===== config.mk =====
export PLATFORM = sky130hd
export DESIGN_NAME = firebird7_in_gate1_tessent_data_mux_seq_flat
export DESIGN_NICKNAME = d
export VERILOG_FILES = /design/src/rtl/firebird7_in_gate1_tessent_data_mux_seq_if.sv /design/src/rtl/firebird7_in_gate1_tessent_data_mux_seq.sv /design/src/flat_wrapper.sv
export SDC_FILE = /design/constraint.sdc
export NUM_CORES = 1
export LEC_CHECK = 0
export CORE_MARGIN = 2
export CORE_UTILIZATION = 35
export CTS_BUF_LIST = sky130_fd_sc_hd__clkbuf_16
export CTS_CLUSTER_SIZE = 14
export DETAILED_ROUTE_END_ITERATION = 16
export PLACE_DENSITY = 0.77
export SYNTH_ARGS = -nofsm -noshare
export SYNTH_HDL_FRONTEND = slang
export SYNTH_SLANG_ARGS = --single-unit

===== constraint.sdc =====
create_clock -name ijtag_tck -period 2.4 [get_ports ijtag_tck]
set_input_delay 0.72 -clock ijtag_tck [delete_from_list [all_inputs] [get_ports ijtag_tck]]
set_output_delay 0.72 -clock ijtag_tck [all_outputs]
set_load 0.02 [all_outputs]

===== src/rtl/firebird7_in_gate1_tessent_data_mux_seq_if.sv =====
// Bus bundle for the gate1 registered IJTAG/functional data mux.
// Channel c of every packed data field occupies bits [c*WIDTH +: WIDTH].
interface firebird7_in_gate1_tessent_data_mux_seq_if #(
  parameter int unsigned WIDTH    = 19,
  parameter int unsigned CHANNELS = 4
);
  logic [CHANNELS-1:0]       ijtag_select;
  logic [CHANNELS*WIDTH-1:0] functional_data_in;
  logic [CHANNELS*WIDTH-1:0] ijtag_data_in;
  logic [CHANNELS*WIDTH-1:0] data_out;
  logic [CHANNELS-1:0]       ijtag_active;
  logic                      switch_busy;

  modport master (
    output ijtag_select,
    output functional_data_in,
    output ijtag_data_in,
    input  data_out,
    input  ijtag_active,
    input  switch_busy
  );

  modport slave (
    input  ijtag_select,
    input  functional_data_in,
    input  ijtag_data_in,
    output data_out,
    output ijtag_active,
    output switch_busy
  );
endinterface


===== src/rtl/firebird7_in_gate1_tessent_data_mux_seq.sv =====
// Multi-channel registered IJTAG/functional data mux. Each lane passes through a frozen
// hold phase of SETTLE cycles when its source changes, so no same-cycle source swap is seen.
module firebird7_in_gate1_tessent_data_mux_seq #(
  parameter int unsigned WIDTH    = 19,
  parameter int unsigned CHANNELS = 4,
  parameter int unsigned SETTLE   = 2
) (
  input logic ijtag_tck,
  input logic ijtag_reset,
  firebird7_in_gate1_tessent_data_mux_seq_if.slave bus
);

  localparam int unsigned CntW = (SETTLE + 1 > 1) ? $clog2(SETTLE + 1) : 1;
  localparam logic [CntW-1:0] CntLoad = CntW'(SETTLE - 1);

  typedef enum logic [1:0] {
    StFunc,
    StHoldI,
    StIjtag,
    StHoldF
  } state_e;

  state_e           state_q [CHANNELS];
  logic [CntW-1:0]  cnt_q   [CHANNELS];
  logic [WIDTH-1:0] data_q  [CHANNELS];

  // Per-lane FSM; select is ignored while holding, so a late request change is seen
  // on the first edge after the target state is entered.
  always_ff @(posedge ijtag_tck) begin
    if (ijtag_reset) begin
      for (int c = 0; c < CHANNELS; c++) begin
        state_q[c] <= StFunc;
        cnt_q[c]   <= '0;
        data_q[c]  <= '0;
      end
    end else begin
      for (int c = 0; c < CHANNELS; c++) begin
        unique case (state_q[c])
          StFunc: begin
            if (bus.ijtag_select[c]) begin
              state_q[c] <= StHoldI;
              cnt_q[c]   <= CntLoad;
            end else begin
              data_q[c] <= bus.functional_data_in[c*WIDTH +: WIDTH];
            end
          end
          StHoldI: begin
            if (cnt_q[c] == '0) begin
              state_q[c] <= StIjtag;
            end else begin
              cnt_q[c] <= cnt_q[c] - CntW'(1);
            end
          end
          StIjtag: begin
            if (!bus.ijtag_select[c]) begin
              state_q[c] <= StHoldF;
              cnt_q[c]   <= CntLoad;
            end else begin
              data_q[c] <= bus.ijtag_data_in[c*WIDTH +: WIDTH];
            end
          end
          StHoldF: begin
            if (cnt_q[c] == '0) begin
              state_q[c] <= StFunc;
            end else begin
              cnt_q[c] <= cnt_q[c] - CntW'(1);
            end
          end
          default: begin
            state_q[c] <= StFunc;
            cnt_q[c]   <= '0;
          end
        endcase
      end
    end
  end

  logic [CHANNELS*WIDTH-1:0] data_flat;
  logic [CHANNELS-1:0]       active_flat;
  logic [CHANNELS-1:0]       busy_flat;

  always_comb begin
    data_flat   = '0;
    active_flat = '0;
    busy_flat   = '0;
    for (int c = 0; c < CHANNELS; c++) begin
      data_flat[c*WIDTH +: WIDTH] = data_q[c];
      active_flat[c]              = (state_q[c] == StIjtag);
      busy_flat[c]                = (state_q[c] == StHoldI) || (state_q[c] == StHoldF);
    end
  end

  assign bus.data_out     = data_flat;
  assign bus.ijtag_active = active_flat;
  assign bus.switch_busy  = |busy_flat;

endmodule

===== src/flat_wrapper.sv =====
// flat-port wrapper written by rule: the top's interface ports become plain ports
module firebird7_in_gate1_tessent_data_mux_seq_flat 
#(
  parameter int unsigned WIDTH    = 19,
  parameter int unsigned CHANNELS = 4,
  parameter int unsigned SETTLE   = 2
)
  (ijtag_tck, ijtag_reset, bus_ijtag_select, bus_functional_data_in, bus_ijtag_data_in, bus_data_out, bus_ijtag_active, bus_switch_busy);
  firebird7_in_gate1_tessent_data_mux_seq_if #(.WIDTH(WIDTH), .CHANNELS(CHANNELS)) bus_i ();
  input logic ijtag_tck;
  input logic ijtag_reset;
  input wire logic [$bits(bus_i.ijtag_select)-1:0] bus_ijtag_select;
  input wire logic [$bits(bus_i.functional_data_in)-1:0] bus_functional_data_in;
  input wire logic [$bits(bus_i.ijtag_data_in)-1:0] bus_ijtag_data_in;
  output wire logic [$bits(bus_i.data_out)-1:0] bus_data_out;
  output wire logic [$bits(bus_i.ijtag_active)-1:0] bus_ijtag_active;
  output wire logic [$bits(bus_i.switch_busy)-1:0] bus_switch_busy;
  assign bus_i.ijtag_select = bus_ijtag_select;
  assign bus_i.functional_data_in = bus_functional_data_in;
  assign bus_i.ijtag_data_in = bus_ijtag_data_in;
  assign bus_data_out = bus_i.data_out;
  assign bus_ijtag_active = bus_i.ijtag_active;
  assign bus_switch_busy = bus_i.switch_busy;
  firebird7_in_gate1_tessent_data_mux_seq #(.WIDTH(WIDTH), .CHANNELS(CHANNELS), .SETTLE(SETTLE)) u_core (.ijtag_tck(ijtag_tck), .ijtag_reset(ijtag_reset), .bus(bus_i));
endmodule

# Yosys cells after proc, flatten, opt, wreduce, memory -nomap -nowiden
# Memory sizes are Yosys's and may differ from the RTL's.
# Index checks and enable logic that the tools add are counted.
classes:
  reduce_logical: 13
  muxes: 154
  addsub: 4
  n_eq_ne: 12
  bitwise_logic: 40
op_table:
  columns: ["cell", "count"]
  rows:
  - ["$mux W19", 8]
  - ["$mux W1", 114]
  - ["$mux W2", 32]
  - ["$or A1 B1 Y1", 40]
  - ["$eq A2 B2 Y1 const B", 8]
  - ["$logic_not A2 Y1", 8]
  - ["$eq A2 B1 Y1 const B", 4]
  - ["$sub A2 B1 Y2 const B", 4]
  - ["$logic_or A1 B1 Y1", 4]
  - ["$reduce_or A4 Y1", 1]
word_totals:
  ramBits: 92
  reg_bits: 0
  word_cells: 226
  n_memories: 3
mem_list:
  columns: ["memory", "words", "word_bits", "read_ports", "rd_clocked_by_memory_dff", "wr", "line", "rtl"]
  rows:
  - ["u_core.data_q", 4, 19, 4, 0, 4, "firebird7_in_gate1_tessent_data_mux_seq.sv:25", "logic [WIDTH-1:0] data_q [CHANNELS];"]
  - ["u_core.cnt_q", 4, 2, 4, 0, 4, "firebird7_in_gate1_tessent_data_mux_seq.sv:24", "logic [CntW-1:0] cnt_q [CHANNELS];"]
  - ["u_core.state_q", 4, 2, 4, 0, 4, "firebird7_in_gate1_tessent_data_mux_seq.sv:23", "state_e state_q [CHANNELS];"]

# Depth between registers and ports, before layout
depth:
  depth_word: 8
  depth_mapped: 4

# Worst setup path after synthesis
# No wires, ideal clock.
synth_timing:
  path_kind: "input to register"
  start: "input port bus_ijtag_select[2]"
  end: "memory u_core.data_q[2][0], enable pin"
  path_buffers: 1
  t_arrival_ps: 1672
  required_time_ps: 2025
  slack_ps: 353
  cell_stages: 3
  path_cell_list: "buf_2 xnor2_1 a21o_1"
synth_rtl:
  columns: ["element", "line", "rtl"]
  rows:
  - ["start, declared", "flat_wrapper.sv:12", "input wire logic [$bits(bus_i.ijtag_select)-1:0] bus_ijtag_select;"]
  - ["end, declared", "firebird7_in_gate1_tessent_data_mux_seq.sv:25", null]

==> summary.md <==
| Metric | Value |
|---|---|
| Result of the run | complete, no violations |
| Sequential cell area | 2763 um2 |
| Global placement routability congestion | 0.7882 |
| Slew @ Worst Pin | 0.4722 ns |
| Netlist Area Pre-Place | 5030 um2 |
| Die X-Extent | 123.9 um |
| Number of placed I/O pins | 239 |
| Max Clk Rate | 0.4564 GHz |
| Count of nets after finishing | 836 |
| Area of the core | 13,930 um2 |
| Starting utilization of the core area | 36.10% |
| Warning count from the yosys run | 0 |
| Initial antenna violation count | 0 |
| Internal power | 4.938 mW |
| Setup crit start kind | flop |
| Total Routing Usage GR | 16.80% |
| Syn nets | 614 |
| Vias | 4,366 |
| FP Rows | 43 |
| Fraction of registers with async set or reset after synthesis | 0% |
| Number of cells after detailed placement | 839 |
| Clock-pin slew on the worst setup and hold paths | 0.06 ns |
| Proportion of netlist area held by the largest area contributor | 54.93% |
| Post-synthesis register bit count | 92 |
| Synthesized area divided by synthesized cell count | 11.23 um2 |
| Most frequent cells in the layout | clkdlybuf4s50_1, edfxtp_1, or3b_1 |
| Kind of end point of the critical path | output port |
| Clock period minus final worst setup slack | 2.191 ns |
| Total number of H-tree levels | 3 |
| Portion of the post-synthesis area used by sequential elements | 54.93% |
| Crit Path Max Fanout | 9 |
| Area used by multi-input combinational logic | 1979 um2 |
| Total negative slack for setup checks | 0 ns |
| Dominant cells by area after synthesis | edfxtp_1, or3b_1, a21oi_1, nand3_1, buf_2 |
| Gr ovfl total | 0 |
| Sequential share of power | 35.7% |
| Unique cell type count in the Yosys netlist | 32 |
| Final hold violation count | 0 |
| Buffer type at the clock tree root | clkbuf_16 |
| Number of synthesized flops with an enable pin | 92 |
| Max cap viols | 0 |
| Clock insertion delay at the later pin of the skew report | 0.33 ns |
| Synthesis-to-layout area growth | 56.72% |
| Data required, critical path | 1.68 ns |
| Wire length of the first global-routing pass | 20,150 um |
| Cell count of the worst hold path | 1 |
| Ratio of cells with drive above 1 in the final layout | 6.370% |
| Routed metal-1 wire length | 5215 um |
| Routed via count divided by cell count | 5.106 |
| Cell type contributing the most total cell area after synthesis | edfxtp_1 |
| Chip Height | 123.9 um |
| Post-route worst setup slack | 0.2088 ns |
| RSZ-0062 raised after global routing | no |
| Final antenna-violating net count | 0 |
| Initial DRC count | 226 |
| Placed instance area | 7577 um2 |
| Clock buffers created by TritonCTS | 9 |
| Die area | 15,350 um2 |
| Largest buffer count on any clock path | 2 |
| Highest ir drop seen on vdd | 0.3971 mV |
| Kind of path behind the tightest hold check | flop to flop |
| Amount of wire on met2 after detailed routing | 6755 um |
| Number of standard cells in the layout, taps in and fillers out | 855 |
| Slew Limit Headroom | 68.52% |
| Via count of the first global-routing pass | 4,176 |
| Length in cells of the worst reg-to-reg path | 4 |
| Leading register cell type out of synthesis | edfxtp_1 |
| Final Skew | 0.005837 ns |
| Share of power burned in combinational logic | 46.0% |
| Worst hold slack across all endpoints | 0.6461 ns |
| Power density over the cells | 982.1 nW/um2 |
| Quantity of hold-fixing buffers added after cts | 0 |
| Worst slack, placed | 0.1174 ns |
| Crit path kind | flop to output port |
| Detailed-route wire length per cell | 15.55 um |
| Gate count after technology mapping | 448 |
| Pins over their slew limit | 0 |
| HPWL after detailed placement | 9727 um |
| Fraction of power spent switching nets | 36.21% |
| Share of the clock period used by the worst path | 91.30% |
| # port buffers | 238 |
| Uppermost routed layer | met4 |
| Power dissipated by switching net loads | 2.804 mW |
| Maximum number of pins on one net before global-route repair | 42 |
| Clock Power Share | 18.3% |
| Sum of routed wire length over all layers | 13,300 um |
| Total inserted antenna cells | 0 |
| 1st-pass router iterations | 4 |
| Clock tree from TritonCTS | built |
| Number of clock sinks seen by CTS | 92 |
| Leading cell type in the layout, fill and taps excluded | clkdlybuf4s50_1 |
| Number of fill cells in the layout | 1,190 |
| Final setup violation count | 0 |
| WL met3 | 1023 um |
| CP Data Arrival Time | 1.47 ns |
| Leak | 2.831 nW |
| Residual DRC | 0 |
| Cell area after layout | 7883 um2 |
[critical path, cell delays in order (launching register included)]
cell,delay (ns)
edfxtp_1,0.51
inv_1,0.19
nand4_1,0.10
dlygate4sd2_1,0.35
[worst paths after layout]
check                  startpoint                    to  slack [ns]
max          u_core.state_q[2][0]       bus_switch_busy        0.21
min            u_core.cnt_q[0][0]    u_core.cnt_q[0][0]        0.65
max reg2reg  u_core.state_q[0][1]  u_core.data_q[0][17]        0.65
min reg2reg    u_core.cnt_q[0][0]    u_core.cnt_q[0][0]        0.65
[stage by stage]
stage	utilization, %	power, mW
finish	56.57	7.742
global route	56.57	8.217
CTS	56.51	7.835
detailed placement	54.38	6.399
global placement	54.38	6.295
floorplan	-	4.839
[power groups by stage]
stage                     sequential, mW  combinational (mW)  clock [mW]
after CTS                           2.77                3.61        1.45
after global routing                2.82                3.88        1.51
after detailed placement            2.80                3.60           0
after global placement              2.78                3.52           0
final                               2.76                3.56        1.42
after floorplan                     3.31                1.53           0
[layout make-up]
type	count	area share, %
sequential	92	35.05
timing repair buffer	254	32.60
multi-input combinational	301	25.11
clock buffer	9	2.857
tap	180	2.857
clock inverter	7	0.9524
inverter	12	0.5714
[cells in the mapped netlist (2+ instances only)]
cell / n
clkbuf_1: 7
xnor2_1: 4
o21ai_1: 2
inv_1: 12
buf_6: 5
or4b_1: 2
edfxtp_1: 92
a21oi_2: 7
and3b_1: 3
or3b_1: 79
nor2_1: 8
or2_2: 3
nor2b_1: 4
nand2b_1: 3
nor3b_1: 2
ha_1: 8
buf_2: 29
a21o_1: 4
buf_4: 2
nand3_1: 76
nor3_1: 3
a21oi_1: 78
nand3b_1: 4
a2bb2oi_1: 3
[what timing repair did]
action / 4_1_cts / 5_1_grt
buffers inserted: 0 / 0
setup endpoints to repair: 2 / 3
gates resized for setup: 2 / 3
[state kept, by name (all words and copies together) (netlist names)]
| register | cells |
|---|---|
| u_core.state_q | 8 |
| u_core.data_q | 76 |
| u_core.cnt_q | 8 |
[routing by layer]
layer | vias up | global-route usage, %
li1 | 2135 | -
met1 | 2027 | 20.38
met2 | 180 | 29.22
met3 | 24 | 3.480
met4 | 0 | 6.534
met5 | - | 0
[kinds of logic after synthesis]
kind of cell	synth area share (%)
compound gates	10.77
fa+ha+maj	1.990
xor+xnor	0.6964
simple gates	25.90
flops	54.93
buf+inv	5.721
Power figures use the tool's default switching activity.
